--- src/rtl/tone_decoder.sv ---
// tone_decoder: measures the half-period of a square-wave tone line and
// decodes it into the one-hot note/pitch encoding used by the buzzer.
// Optional build macro TONE_DEC_HOLD_EN: when defined, note/pitch keep the
// last decoded values across silence and only valid drops.
`timescale 1ns/1ps
module tone_decoder #(
    parameter int STABLE_CNT = 2,
    parameter int TIMEOUT    = 1000000,
    parameter int CW         = 20
) (
    input  logic       clk,
    input  logic       rst_n,
    input  logic       tone_in,
    output logic [6:0] note,
    output logic [2:0] pitch,
    output logic       valid,
    output logic       changed
);

    localparam logic [CW-1:0] TMO = CW'(TIMEOUT);
    localparam logic [2:0]    STB = 3'(STABLE_CNT);

    // Target half-periods, low octave do..si, then middle, then high.
    localparam int unsigned HALF [21] = '{
        381681, 340137, 303031, 286369, 255103, 227274, 202430,
        191113, 170069, 151516, 142858, 127552, 113637, 101216,
         95557,  85035,  75758,  71430,  63777,  56819,  50608
    };

    // Period counter increment that sticks at the timeout value.
    function automatic logic [CW-1:0] cnt_sat(input logic [CW-1:0] c);
        return (c >= TMO) ? TMO : c + 1'b1;
    endfunction

    // Streak increment that sticks at the largest representable streak.
    function automatic logic [2:0] streak_sat(input logic [2:0] s);
        return (s == 3'd7) ? s : s + 3'd1;
    endfunction

    // Table lookup: returns {pitch, note} one-hot, or zero when unmatched.
    function automatic logic [9:0] match_tbl(input logic [CW-1:0] m);
        logic [9:0]  r;
        int unsigned mv;
        int unsigned t;
        int unsigned tol;
        r  = '0;
        mv = 32'(m);
        if (m != TMO) begin
            for (int i = 0; i < 21; i++) begin
                t   = HALF[i];
                tol = t >> 6;
                if (mv >= t - tol && mv <= t + tol)
                    r = {3'(1 << (i / 7)), 7'(1 << (i % 7))};
            end
        end
        return r;
    endfunction

    logic          sync_p0, sync_p1, tone_d;
    logic          tone_edge;
    logic [CW-1:0] cnt;
    logic          ref_seen;
    logic          silence;
    logic          vld_p1;
    logic [9:0]    res_p1;
    logic [2:0]    streak;
    logic [9:0]    last_res;

    logic [6:0]    note_n;
    logic [2:0]    pitch_n;
    logic          valid_n;
    logic [2:0]    streak_n;
    logic [9:0]    last_n;
    logic          changed_n;

    assign tone_edge = sync_p1 ^ tone_d;
    assign silence   = (cnt == TMO) && !tone_edge;

    // Stage p0: synchronize the asynchronous tone line and keep a delayed copy for edge detect.
    always_ff @(posedge clk or negedge rst_n) begin
        if (!rst_n) begin
            sync_p0 <= 1'b0;
            sync_p1 <= 1'b0;
            tone_d  <= 1'b0;
        end else begin
            sync_p0 <= tone_in;
            sync_p1 <= sync_p0;
            tone_d  <= sync_p1;
        end
    end

    // Stage p0: count cycles between edges; an edge restarts the count at 1 so cnt equals the spacing.
    always_ff @(posedge clk or negedge rst_n) begin
        if (!rst_n) begin
            cnt      <= '0;
            ref_seen <= 1'b0;
        end else if (tone_edge) begin
            cnt      <= CW'(1);
            ref_seen <= 1'b1;
        end else begin
            cnt      <= cnt_sat(cnt);
            if (silence)
                ref_seen <= 1'b0;
        end
    end

    // Stage p1: register the table match of each non-reference measurement.
    always_ff @(posedge clk or negedge rst_n) begin
        if (!rst_n) begin
            vld_p1 <= 1'b0;
            res_p1 <= '0;
        end else begin
            vld_p1 <= tone_edge && ref_seen;
            if (tone_edge)
                res_p1 <= match_tbl(cnt);
        end
    end

    // Stage p2 next-state: streak tracking, stable update, silence handling and change detect.
    always_comb begin
        note_n   = note;
        pitch_n  = pitch;
        valid_n  = valid;
        streak_n = streak;
        last_n   = last_res;
        if (silence) begin
            valid_n  = 1'b0;
            streak_n = 3'd0;
`ifndef TONE_DEC_HOLD_EN
            note_n   = '0;
            pitch_n  = '0;
`endif
        end else if (vld_p1) begin
            if (streak != 3'd0 && res_p1 == last_res) begin
                streak_n = streak_sat(streak);
            end else begin
                streak_n = 3'd1;
                last_n   = res_p1;
            end
            if (streak_n >= STB) begin
                pitch_n = res_p1[9:7];
                note_n  = res_p1[6:0];
                valid_n = (res_p1 != 10'd0);
            end
        end
        changed_n = ({note_n, pitch_n, valid_n} != {note, pitch, valid});
    end

    // Stage p2: output and streak registers.
    always_ff @(posedge clk or negedge rst_n) begin
        if (!rst_n) begin
            note     <= '0;
            pitch    <= '0;
            valid    <= 1'b0;
            changed  <= 1'b0;
            streak   <= '0;
            last_res <= '0;
        end else begin
            note     <= note_n;
            pitch    <= pitch_n;
            valid    <= valid_n;
            changed  <= changed_n;
            streak   <= streak_n;
            last_res <= last_n;
        end
    end

endmodule
--- config.mk ---
export PLATFORM = sky130hd
export DESIGN_NAME = tone_decoder
export DESIGN_NICKNAME = d
export VERILOG_FILES = /design/src/rtl/tone_decoder.sv
export SDC_FILE = /design/constraint.sdc
export NUM_CORES = 1
export LEC_CHECK = 0
export CORE_MARGIN = 2
export CORE_UTILIZATION = 45
export CTS_CLUSTER_DIAMETER = 40
export CTS_CLUSTER_SIZE = 8
export DETAILED_ROUTE_END_ITERATION = 10
export SETUP_SLACK_MARGIN = 0.02
export SLEW_MARGIN = 30
export SYNTH_ARGS = -nofsm -noshare
export SYNTH_HDL_FRONTEND = slang
export SYNTH_SLANG_ARGS = --single-unit
--- constraint.sdc ---
create_clock -name clk -period 2.68 [get_ports clk]
set_input_delay 0.536 -clock clk [delete_from_list [all_inputs] [get_ports clk]]
set_output_delay 0.536 -clock clk [all_outputs]
set_load 0.01 [all_outputs]
==> results.md, run 1 <==
* Area grow syn2layout at 24.7%
* Period Utilization, post-route at 96.3%
* GRT Total Usage at 38.6%
* Count of final hold-check violations at 0
* Placer Congestion at 1.12
* CTS tree: yes
* DR vias/cell at 7.05
* Rel. slew slack at 57.8%
* Peak supply drop at 0.531 mV
* WP data arrival at 2.79 ns
* WL per Instance at 27.1 microns
* Number of placement rows at 39
* Post-synthesis sequential area ratio at 28.2%
* Worst slew pin tran at 0.633 ns
* Synth warnings at 0
* Sw Share at 31.1%
* Setup TNS at 0 ns
* Mapped cell area at 5320 sq um
* Lkg Pwr at 0.00271 uW
* Int Power at 2190 uW
* Final Non-Filler Cells at 890
* CP required at 2.88 ns
* Syn Area/Cell at 7.90 sq um
* Top FF cell, synth: dfrtp_1
* Critical-path maximum fanout at 7
* Largest family of logic cells by synthesized area: simple AND/OR/NAND/NOR gates
* Max Cap Violations at 0
* Layout cells sized above 1 at 20.1%
* CP Class: reg -> reg
* Clock Skews at 0.0109 ns
* Syn Nets at 682
* Core area at 11500 sq um
* PortBufs at 14
* Post-route ant nets at 0
* Slew Viols, Final at 0
* DIE AREA at 12700 sq um
* Setup Viol. Count Final at 0
* Ys async rst share at 100%
* Clock share of power at 39.3%
* Adder-Cell Fraction of Synth Area at 1.41%
* Area leader, netlist: dfrtp_1
* Chip height at 113 microns
* Hold Buf Count CTS at 0
* Clock sinks at 60
* Flop pwr share at 34.4%
* Multiplexer area fraction after synthesis at 4.21%
* Grt ovf at 0
* Worst R2R Path Depth at 8
* Pre-antenna DRT Iters at 6
* Clk root buf: clkbuf_16
* # diodes at 0
* HPWL Detailed at 18000 microns
* Most common cell after layout, fill and taps aside: buf_4
* Cells after synthesis at 673
* CTS H-tree depth at 3
* EDFF count, synth at 0
* Sw Pwr at 990 uW
* Combinational share of power at 26.3%
* Clock period minus worst slack at 2.58 ns
* Largest net degree at the start of global routing at 36
* Yosys top cell area share at 28.2%
* Post-synthesis xor/xnor area fraction at 4.78%
* Most frequent cells in the layout: buf_4, nor2_1, dfrtp_1
* CTS Buffer Depth at 2
* Placed cells at 874
* Final net count at 751
* Yosys reg bits at 60
* Simple-Gate Fraction of Synth Area at 32.4%
* Unique masters post-synth at 80
* RSZ-0062 raised after global routing: false
* Max Fclk at 0.387 GHz
* First-pass GRT wire length at 37000 microns
* Die width at 113 microns
* Initial antenna violation count at 0
* Clock Latency Late Sink at 0.34 ns
* CP startpoint kind: flop
* # DRC at 0
* Post-Route WL at 24100 microns
* CP endpoint kind: flop
* Total number of vias at 6274
* Hold WC Path Type: in -> async
* Iteration-0 DRC Markers at 988
* Vias in the first global route at 6115
* Number of I/O pins at 15
* Dominant cells by area after synthesis: dfrtp_1, nor2_1, xnor2_1, a21oi_1, nand2_1
* Starting Density at 46.4%
* CTS buffer count at 9
* Result of the run: finished clean
* CTS clk-pin slew, worst paths at 0.05 ns
* Synth Area in Compound Gates at 22.4%
* Cell area power density at 480 nW/um^2
==> final cells by class <==
cell class	count	area [sq um]
tap	143	179
sequential	60	1500
timing repair buffer	117	1020
multi-input combinational	529	3510
clock inverter	5	75.1
fill	1038	4840
inverter	25	93.8
clock buffer	11	243
==> logic make-up after synthesis <==
family	count (synthesis)
mux	21
buf+inv	84
xor+xnor	29
compound gates	172
simple gates	301
flops	60
fa+ha+maj	6
==> power by group through the flow <==
stage | logic (uW) | clock network, uW | registers [uW]
after detailed placement | 811 | 0 | 1110
after global routing | 895 | 1310 | 1110
final | 836 | 1250 | 1100
after global placement | 786 | 0 | 1100
after CTS | 815 | 1270 | 1100
after floorplan | 496 | 0 | 1090
==> path summary, 6_finish.rpt <==
check	startpoint	to	slack, ns
worst min-delay path	rst_n	last_res[0]$_DFFE_PN0P_	0.22
worst min register to register	sync_p0$_DFF_PN0_	sync_p1$_DFF_PN0_	0.35
worst max-delay path	cnt[18]$_DFF_PN0_	res_p1[1]$_DFFE_PN0N_	0.1
max in group asynchronous	rst_n	cnt[7]$_DFF_PN0_	1.83
min in group clk	sync_p0$_DFF_PN0_	sync_p1$_DFF_PN0_	0.35
worst max register to register	cnt[18]$_DFF_PN0_	res_p1[1]$_DFFE_PN0N_	0.1
==> Yosys cell counts, types with 5 or more instances <==
master,instances
a21o_1,7
nand2b_1,6
ha_1,6
mux2_1,10
or3_1,6
nor3_1,27
nand3b_1,11
nand4b_1,5
nand4_1,16
o31ai_1,7
buf_2,20
buf_1,6
a31oi_1,18
o22ai_1,6
nor2b_1,10
mux2i_1,10
inv_1,24
nand4bb_1,7
nor2_1,69
nor4_1,23
nand2_1,40
nand3_1,26
dfrtp_1,60
clkbuf_1,31
xor2_1,7
and3_1,6
or2_2,6
or4_1,6
o21ai_0,27
a21oi_1,38
a311oi_1,7
a211o_1,7
xnor2_1,22
a2111oi_0,6
and2_1,7
o211ai_1,5
==> through the flow <==
stage | cell area (sq um) | total power (uW) | hold slack (ns) | setup WS [ns] | util (%)
after detailed placement | 6260 | 1920 | 0.337 | -0.0934 | 54.6
after global routing | 6630 | 3310 | 0.261 | 0.00825 | 57.8
after CTS | 6580 | 3180 | 0.234 | 0.0780 | 57.4
after floorplan | 5320 | 1590 | 0.240 | 0.413 | -
final | 6630 | 3180 | 0.217 | 0.0986 | 57.8
after global placement | 6260 | 1890 | 0.334 | -0.0153 | 54.6
==> metal layers <==
layer,global-route usage [%],part of all wire [%],up-vias
li1,-,-,2663
met1,48.6,38,2980
met2,59.7,44,480
met3,8.25,9.9,151
met4,25.8,8.5,0
met5,0,0,-
==> state kept, by name, summed over array words and instances, names as in the netlist <==
name,flops
changed,1
sync_p1,1
last_res,10
sync_p0,1
cnt,20
vld_p1,1
ref_seen,1
tone_d,1
valid,1
streak,3
pitch,3
res_p1,10
note,7
==> critical path, stage by stage, from the launching register on <==
cell and delay, ns:
dfrtp_1 0.51, nor4b_2 0.45, buf_4 0.24, nand2_1 0.08
or3b_2 0.52, a32oi_2 0.32, nor3_2 0.11, nand2_1 0.11
o21ai_0 0.11
==> timing repair <==
action / in CTS / in global routing
setup endpoints to repair: 11 / 14
cloned: 0 / 0
pin swaps: 0 / 4
resized for setup: 2 / 13
buffers inserted: 0 / 0
No activity file was read; power rests on OpenSTA's default activity.
==> inputs of run 2 (changes only) <==
--- a/config.mk
+++ b/config.mk
@@ -8,7 +8,6 @@
 export CORE_MARGIN = 2
 export CORE_UTILIZATION = 45
 export CTS_CLUSTER_DIAMETER = 40
-export CTS_CLUSTER_SIZE = 8
 export DETAILED_ROUTE_END_ITERATION = 10
 export SETUP_SLACK_MARGIN = 0.02
 export SLEW_MARGIN = 30
==> results of run 2 <==
Same layout as run 1: the final DEF is identical, and so are final timing and power.
==> inputs of run 3 (changes only) <==
--- a/config.mk
+++ b/config.mk
@@ -5,6 +5,7 @@
 export SDC_FILE = /design/constraint.sdc
 export NUM_CORES = 1
 export LEC_CHECK = 0
+export ABC_CLOCK_PERIOD_IN_PS = 2680
 export CORE_MARGIN = 2
 export CORE_UTILIZATION = 45
 export CTS_CLUSTER_DIAMETER = 40
==> results of run 3 <==
Same layout as run 1: the final DEF is identical, and so are final timing and power.
